## src/rtl/multicycle_cu.sv

```systemverilog
// Multi-cycle control sequencer for the CPU datapath.
// Steps each instruction through FETCH, DECODE, EXEC, MEM and WB. The datapath
// strobes are decoded from the state register, the opcode latched in DECODE,
// and, where needed, the live zero and mem_ready inputs.
// Memory accesses wait on mem_ready, bounded by MEM_TIMEOUT cycles. Running out
// of time enters a sticky FAULT state that only rst_n leaves.
//
// Ports:
//   clk, rst_n        clock and asynchronous active-low reset
//   run               permit a new fetch (sampled at instruction boundaries)
//   opcode            00 R-type, 01 LW, 10 SW, 11 BEQ
//   zero              ALU zero flag
//   mem_ready         memory completes the current access this cycle
//   pc_write..alu_op  datapath strobes
//   state             current state code
//   fault             sticky memory-timeout indicator
//   instr_count       retired-instruction counter, wraps modulo 2^CNT_W
module multicycle_cu #(
    parameter int unsigned MEM_TIMEOUT = 8,
    parameter int unsigned CNT_W       = 16
) (
    input  logic             clk,
    input  logic             rst_n,
    input  logic             run,
    input  logic [1:0]       opcode,
    input  logic             zero,
    input  logic             mem_ready,
    output logic             pc_write,
    output logic             pc_src,
    output logic             ir_write,
    output logic             i_or_d,
    output logic             mem_read,
    output logic             mem_write,
    output logic             reg_dst,
    output logic             mem_to_reg,
    output logic             reg_write,
    output logic             alu_src_a,
    output logic [1:0]       alu_src_b,
    output logic [1:0]       alu_op,
    output logic [2:0]       state,
    output logic             fault,
    output logic [CNT_W-1:0] instr_count
);

    localparam int unsigned WAIT_W = $clog2(MEM_TIMEOUT);

    localparam logic [1:0] OP_R   = 2'b00;
    localparam logic [1:0] OP_LW  = 2'b01;
    localparam logic [1:0] OP_SW  = 2'b10;
    localparam logic [1:0] OP_BEQ = 2'b11;

    typedef enum logic [2:0] {
        S_IDLE   = 3'd0,
        S_FETCH  = 3'd1,
        S_DECODE = 3'd2,
        S_EXEC   = 3'd3,
        S_MEM    = 3'd4,
        S_WB     = 3'd5,
        S_FAULT  = 3'd6
    } state_e;

    state_e              state_q, state_d;
    logic [1:0]          op_q, op_d;
    logic [WAIT_W-1:0]   wait_q, wait_d;
    logic [CNT_W-1:0]    cnt_q, cnt_d;
    logic                retire;
    logic                wait_last;

    // State and datapath-context registers
    always_ff @(posedge clk or negedge rst_n) begin
        if (!rst_n) begin
            state_q <= S_IDLE;
            op_q    <= OP_R;
            wait_q  <= '0;
            cnt_q   <= '0;
        end else begin
            state_q <= state_d;
            op_q    <= op_d;
            wait_q  <= wait_d;
            cnt_q   <= cnt_d;
        end
    end

    // Last permitted wait cycle of a memory access
    assign wait_last = (wait_q == WAIT_W'(MEM_TIMEOUT - 1));

    // Next-state and strobe decode. The wait counter defaults to zero, so it
    // is cleared on every entry into FETCH or MEM.
    always_comb begin
        state_d    = state_q;
        op_d       = op_q;
        wait_d     = '0;
        cnt_d      = cnt_q;
        retire     = 1'b0;
        pc_write   = 1'b0;
        pc_src     = 1'b0;
        ir_write   = 1'b0;
        i_or_d     = 1'b0;
        mem_read   = 1'b0;
        mem_write  = 1'b0;
        reg_dst    = 1'b0;
        mem_to_reg = 1'b0;
        reg_write  = 1'b0;
        alu_src_a  = 1'b0;
        alu_src_b  = 2'b00;
        alu_op     = 2'b00;

        case (state_q)
            S_IDLE: begin
                if (run) state_d = S_FETCH;
            end
            S_FETCH: begin
                mem_read  = 1'b1;
                alu_src_b = 2'b01;
                ir_write  = mem_ready;
                pc_write  = mem_ready;
                if (mem_ready)      state_d = S_DECODE;
                else if (wait_last) state_d = S_FAULT;
                else                wait_d  = wait_q + WAIT_W'(1);
            end
            S_DECODE: begin
                op_d      = opcode;
                alu_src_b = 2'b11;
                state_d   = S_EXEC;
            end
            S_EXEC: begin
                alu_src_a = 1'b1;
                case (op_q)
                    OP_R: begin
                        alu_op  = 2'b10;
                        state_d = S_WB;
                    end
                    OP_LW, OP_SW: begin
                        alu_src_b = 2'b10;
                        state_d   = S_MEM;
                    end
                    default: begin
                        alu_op   = 2'b01;
                        pc_src   = 1'b1;
                        pc_write = zero;
                        retire   = 1'b1;
                    end
                endcase
            end
            S_MEM: begin
                i_or_d    = 1'b1;
                mem_read  = (op_q == OP_LW);
                mem_write = (op_q == OP_SW);
                if (mem_ready) begin
                    if (op_q == OP_LW) state_d = S_WB;
                    else               retire  = 1'b1;
                end else if (wait_last) begin
                    state_d = S_FAULT;
                end else begin
                    wait_d = wait_q + WAIT_W'(1);
                end
            end
            S_WB: begin
                reg_write  = 1'b1;
                reg_dst    = (op_q == OP_R);
                mem_to_reg = (op_q == OP_LW);
                retire     = 1'b1;
            end
            S_FAULT: begin
                state_d = S_FAULT;
            end
            default: begin
                state_d = S_IDLE;
            end
        endcase

        // Instruction boundary: count it and decide whether to keep fetching
        if (retire) begin
            cnt_d   = cnt_q + CNT_W'(1);
            state_d = run ? S_FETCH : S_IDLE;
        end
    end

    assign state       = state_q;
    assign fault       = (state_q == S_FAULT);
    assign instr_count = cnt_q;

endmodule

```

## config.mk

```make
export PLATFORM = sky130hd
export DESIGN_NAME = multicycle_cu
export DESIGN_NICKNAME = d
export VERILOG_FILES = /design/src/rtl/multicycle_cu.sv
export SDC_FILE = /design/constraint.sdc
export NUM_CORES = 1
export LEC_CHECK = 0
export BUFFER_PORTS_ARGS = -buffer_cell sky130_fd_sc_hd__buf_4
export CAP_MARGIN = 15
export CORE_MARGIN = 2
export CORE_UTILIZATION = 56
export DETAILED_ROUTE_END_ITERATION = 10
export GPL_ROUTABILITY_DRIVEN = 0
export PLACE_DENSITY = 0.93
export SLEW_MARGIN = 10
export SYNTH_ARGS = -nofsm -noshare
export SYNTH_HDL_FRONTEND = slang
export SYNTH_SLANG_ARGS = --single-unit
```

## constraint.sdc

```tcl
create_clock -name clk -period 3.1 [get_ports clk]
set_input_delay 0.31 -clock clk [delete_from_list [all_inputs] [get_ports clk]]
set_output_delay 0.31 -clock clk [all_outputs]
set_load 0.05 [all_outputs]
```

# Word level (Yosys, flattened, before mapping)

Index checks and enable logic that the tools add are counted.

Register bits: 24
Input bits: 7
Output and inout port bits: 34
Word-level logic and storage cells: 56

Equality and inequality tests: 13
Muxes and demuxes: 31
Add/sub/neg operators: 2
Reductions and logical operators: 6

Operators by type and width:

| operator                                            | number |
|---|---|
| two-way mux 3 bit                                   | 9 |
| one-hot mux 3 bit (7 select lines)                  | 1 |
| adder 16 x 1 -> 16 bit, second input constant       | 1 |
| two-way mux 1 bit                                   | 13 |
| equality test 3 bit, second input constant          | 4 |
| != test 4 bit, second input constant                | 2 |
| equality test 3 x 2 -> 1 bit, second input constant | 2 |
| one-hot mux 2 bit (3 select lines)                  | 1 |
| one-hot mux 3 bit (2 select lines)                  | 1 |
| two-way mux 2 bit                                   | 2 |
| one-hot mux 1 bit (2 select lines)                  | 2 |
| one-hot mux 2 bit (2 select lines)                  | 1 |
| AND reduction 4 bit                                 | 1 |
| OR reduction 2 bit                                  | 2 |
| adder 3 x 1 -> 3 bit, second input constant         | 1 |
| equality test 3 x 1 -> 1 bit, second input constant | 1 |
| logical NOT 3 bit                                   | 1 |
| != test 3 bit, second input constant                | 1 |
| one-hot mux 1 bit (3 select lines)                  | 1 |
| OR reduction 3 bit                                  | 1 |
| equality test 2 x 1 -> 1 bit, second input constant | 1 |
| equality test 2 bit, second input constant          | 1 |
| logical NOT 2 bit                                   | 1 |
| != test 2 bit, second input constant                | 1 |

# Logic depth before layout (Yosys ltp)

Depth after elaboration: 6
Gate-level depth with buffers: 7
Gate-level depth less buffers: 6

# Worst setup path after synthesis

Ideal clock, no wire load.

Path type: register to output
From: reg state_q[0] (netlist: state[0])
To: out pc_write
Slack: 0.125 ns
Buffers on the path: 1
Cell stages (with the launch flop): 5
Data arrival time: 2.665 ns
Required time: 2.790 ns
Cells stage by stage: dfrtp_1 -> buf_2 -> nand2_1 -> nor3b_1 -> a21o_1

Cells in the longest elaborated chain, start to end: 2
Elaborated cells between the ends (all ways): 3
Classes of those cells: eq/ne: 2; mux: 1

Ends and longest elaborated chain:

| element                                                                      | line | RTL |
|---|---|---|
| start, declared                                                              | 62   | `state_e state_q, state_d;` |
| start signal, assigned                                                       | 77   | `state_q <= state_d;` |
| equality test 3 x 2 -> 1 bit or equality test 3 x 1 -> 1 bit (tied branches) | 108  | `case (state_q)` |
| one-hot mux 1 bit (2 select lines) (*)                                       | 108  |  |
| end, declared                                                                | 28   | `output logic pc_write,` |

Mark *: on every way between the ends. The rest lies on a longest branch, timed or not.

# Worst setup path after layout

Ends and elaborated chain as after synthesis.

==> flow_summary.html <==
<table>
<tr><th>Metric</th><th>Value</th></tr>
<tr><th colspan="2">CTS</th></tr>
<tr><td>Number of buffers created by CTS</td><td>3</td></tr>
<tr><td>Htree depth</td><td>1</td></tr>
<tr><td>Insertion delay of the later-clocked pin in the worst-skew pair</td><td>~0.31 ns</td></tr>
<tr><td>Clock transition at the register clock pins on the worst setup and hold paths after CTS</td><td>around 0.12 ns</td></tr>
<tr><td>Buffer type at the clock tree root</td><td>sky130_fd_sc_hd__clkbuf_4</td></tr>
<tr><td>Buffer count from post-CTS setup fixing</td><td>0</td></tr>
<tr><td>Hold-fix buffers, CTS</td><td>1</td></tr>
<tr><td>Largest buffer count on any clock path</td><td>2</td></tr>
<tr><td>Resize count post-CTS</td><td>0</td></tr>
<tr><td>Number of sinks handled by clock tree synthesis</td><td>24</td></tr>
<tr><td>CTS tree</td><td>built</td></tr>
<tr><th colspan="2">Worst setup path</th></tr>
<tr><td>Type of the worst setup path</td><td>reg2out</td></tr>
<tr><td>Count of cells along the worst register-to-register path</td><td>6</td></tr>
<tr><td>Critical path data required time</td><td>between 2 and 3 ns</td></tr>
<tr><td>Worst setup SP type</td><td>flop</td></tr>
<tr><td>Largest fanout on the critical path</td><td>19</td></tr>
<tr><td>Arrival time at the worst endpoint</td><td>between 2 and 2.5 ns</td></tr>
<tr><td>Category of the worst setup path capture point</td><td>output port</td></tr>
<tr><th colspan="2">Final layout</th></tr>
<tr><td>Total non-filler cell area in the finished layout</td><td>approximately 0.0019 sq mm</td></tr>
<tr><td>Share of post-route cells with drive strength above 1</td><td>36.46%</td></tr>
<tr><td>Share of the core filled with cells in the final layout</td><td>70.66%</td></tr>
<tr><td>Antenna fix cells</td><td>0</td></tr>
<tr><td>Number of inserted filler cells in the final layout</td><td>~210</td></tr>
<tr><td>Signed area change from the synthesized netlist to the final layout</td><td>21.95%</td></tr>
<tr><td>Net count reported at finish</td><td>approximately 200</td></tr>
<tr><th colspan="2">Synthesis</th></tr>
<tr><td>Count of warnings emitted by yosys</td><td>0</td></tr>
<tr><td>Number of instances in the synthesized netlist</td><td>143</td></tr>
<tr><td>Post-Synthesis Cell Area</td><td>between 0.0015 and 0.002 sq mm</td></tr>
<tr><td>EDFF count, synth</td><td>0</td></tr>
<tr><td>Share of synthesized flip-flops with an asynchronous set or reset</td><td>100.0%</td></tr>
<tr><td>Share of synthesized area occupied by flip-flops and latches</td><td>between 30 and 40%</td></tr>
<tr><td>Synth Area per Inst</td><td>about 11 sq um</td></tr>
<tr><td>Flip-flop and latch count after synthesis</td><td>24</td></tr>
<tr><td>Primary flip-flop cell chosen by synthesis mapping</td><td>sky130_fd_sc_hd__dfrtp_1</td></tr>
<tr><td>Number of nets produced by synthesis</td><td>158</td></tr>
<tr><td>Number of distinct standard cells referenced by the synthesized netlist</td><td>between 40 and 50</td></tr>
<tr><th colspan="2">Placed design</th></tr>
<tr><td>Standard cell area after detailed placement</td><td>~0.0019 sq mm</td></tr>
<tr><td>Final HPWL DP</td><td>between 2 and 3 mm</td></tr>
<tr><td># port buffers</td><td>40</td></tr>
<tr><td>Pre-CTS worst setup slack</td><td>1.006 ns</td></tr>
<tr><th colspan="2">Detailed routing</th></tr>
<tr><td>Number of detailed-route iterations in the first pass</td><td>4</td></tr>
<tr><td>First-iteration detailed-routing DRC count</td><td>58</td></tr>
<tr><td>DRC errors left</td><td>0</td></tr>
<tr><td>Via Count</td><td>1218</td></tr>
<tr><td>Detailed-route vias per instance</td><td>approximately 5.7</td></tr>
<tr><td>Total wirelength of the detailed-routed design</td><td>between 3 and 4 mm</td></tr>
<tr><td>Average wire length per cell after detail routing</td><td>about 15 um</td></tr>
<tr><td>ANT nets after route</td><td>0</td></tr>
<tr><th colspan="2">Power</th></tr>
<tr><td>Leakage power figure</td><td>~0.8 nW</td></tr>
<tr><td>Power density of the placed cells</td><td>~1100 mW/mm^2</td></tr>
<tr><td>Max VDD drop</td><td>roughly 830 uV</td></tr>
<tr><th colspan="2">STA</th></tr>
<tr><td>Total negative slack for setup checks</td><td>0 ns</td></tr>
<tr><td>Hold Fails Final Rpt</td><td>0</td></tr>
<tr><td>Setup clock skew after layout</td><td>0.005103 ns</td></tr>
<tr><td>Minimum period implied by the final worst setup slack</td><td>approximately 2.4 ns</td></tr>
<tr><td>Normalized max-slew margin</td><td>about three fifths</td></tr>
<tr><td>Slew at the pin closest to its max-slew limit</td><td>between 0.6 and 0.7 ns</td></tr>
<tr><td>RSZ-0062 raised after global routing</td><td>no</td></tr>
<tr><td>Hold_ws</td><td>about 0.25 ns</td></tr>
<tr><td>Worst Slack Setup Final</td><td>0.6911 ns</td></tr>
<tr><td>Final setup violation count</td><td>0</td></tr>
<tr><td>Number of max-slew violations in the final report</td><td>0</td></tr>
<tr><td>Max Freq</td><td>a little over 400 MHz</td></tr>
<tr><td>Final worst path period share</td><td>77.71%</td></tr>
<tr><th colspan="2">Global routing</th></tr>
<tr><td>Met2 layer usage reported by global route</td><td>roughly 38%</td></tr>
<tr><td>First-pass GRT wire length</td><td>between 5 and 6 mm</td></tr>
<tr><td>GRT Residual Overflow</td><td>0</td></tr>
<tr><td>Met3 routing resource usage after global routing</td><td>4.608%</td></tr>
<tr><td>All-layer global routing usage</td><td>between 20% and 30%</td></tr>
<tr><td>Largest net degree at the start of global routing</td><td>25</td></tr>
<tr><td>Via count of the first global-routing pass</td><td>about 1200</td></tr>
<tr><td>Most utilized layer in the global route result</td><td>met2</td></tr>
<tr><td>Met1 track demand over resource in global routing</td><td>about 28%</td></tr>
<tr><td>Initial antenna violation count</td><td>0</td></tr>
<tr><th colspan="2">Outcome</th></tr>
<tr><td>Status</td><td>finished, final reports clean</td></tr>
<tr><th colspan="2">Die</th></tr>
<tr><td>Number of rows created at floorplan</td><td>19</td></tr>
<tr><td>Initial Util</td><td>roughly 58%</td></tr>
<tr><td>Number of ports placed on the die boundary</td><td>just over 40</td></tr>
<tr><td>Vertical extent of the die</td><td>approximately 57 um</td></tr>
<tr><td>Area enclosed by the die boundary</td><td>between 0.003 and 0.004 sq mm</td></tr>
<tr><td>Area of the placeable core</td><td>around 0.0027 sq mm</td></tr>
<tr><td>Width of the chip</td><td>56.72 um</td></tr>
<tr><th colspan="2">Job</th></tr>
<tr><td>Number of max-cap violations</td><td>0</td></tr>
<tr><th colspan="2">Min path</th></tr>
<tr><td>Path category of the worst min-delay check</td><td>in2reg</td></tr>
<tr><td>Hold path cells</td><td>2</td></tr>
</table>
==> final timing paths <==
kind / start / endpoint / slack [ns]
max: state[0] / pc_write / 0.69
min: opcode[0] / op_q[0] / 0.25
max reg2reg: op_q[1] / instr_count[1] / 0.99
min reg2reg: wait_q[0] / wait_q[0] / 0.45
max in group asynchronous: rst_n / op_q[1] / 2.45
min in group asynchronous: rst_n / wait_q[1] / 0.41
==> stage by stage <==
stage               std cells  total power [mW]
finish                    212             2.015
global placement          207             1.807
detailed placement        207             1.854
floorplan                 143             1.535
CTS                       212             2.026
global route              212             2.142
==> report_power, final <==
part / leakage (nW) / internal, mW / switching (mW)
combinational: 0.521 / 0.396 / 0.878
sequential: 0.265 / 0.403 / 0.174
clock: 0.0210 / 0.0718 / 0.0924
==> cells by family after synthesis <==
| group | after synthesis | synth area share, % |
|---|---|---|
| buf+inv | 18 | 5.466 |
| flops | 24 | 38.59 |
| compound gates | 30 | 19.78 |
| simple gates | 44 | 18.57 |
| fa+ha+maj | 8 | 6.431 |
| mux | 3 | 2.170 |
| xor+xnor | 16 | 9.003 |
==> layout by cell type, fill, tap and decap left out, drive strengths merged, types with 6 or more instances in the layout <==
master	n
a211oi	7
nand2	9
nor2	6
ha	8
o21ai	6
xor2	12
a2111oi	7
inv	11
buf	40
dfrtp	24
and2	6
==> synthesized netlist by cell type (all sizes together), types with 2 or more instances <==
library cell  count  share of area [%]
and3b             2                1.1
and4              2                1.3
dfrtp            24                 39
a2111oi           7                7.6
nand2b            2               0.80
and2              6                2.4
xnor2             4                2.3
inv              11                2.7
and3              3                1.2
nor3b             2               0.96
nand4             3                3.1
buf               5                2.3
a21oi             4                1.3
nor2              6                1.4
a211oi            7                5.3
ha                8                6.4
clkbuf            2               0.48
nand3             4                1.3
o21ai             6                2.7
nand2             9                2.3
xor2             12                6.8
mux2              3                2.2
==> final cells by class <==
class,count,area [sq um],area share (%)
multi-input combinational,101,870.8,45.88
sequential,24,600.6,31.64
timing repair buffer,41,310.3,16.35
inverter,11,41.29,2.175
tap,31,38.79,2.044
clock buffer,4,36.28,1.912
==> sequential cells by signal, summed over array words and instances (netlist names) <==
signal       flops
instr_count     16
state            3
wait_q           3
op_q             2
==> metal layers <==
layer  part of all wire [%]  vias up  wire length (um)
li1                       -      585                 -
met1                     44      581              1420
met2                     49       48              1598
met3                    6.3        4               206
met4                   0.89        0                29
met5                      0        -                 0
==> worst max-delay path, stage by stage (launching register included) <==
cell and delay (ns):
sky130_fd_sc_hd__dfrtp_1 0.75, sky130_fd_sc_hd__nand4_4 0.47, sky130_fd_sc_hd__inv_1 0.23, sky130_fd_sc_hd__a21o_1 0.14
sky130_fd_sc_hd__buf_4 0.19
(Power assumes the default switching activity.)
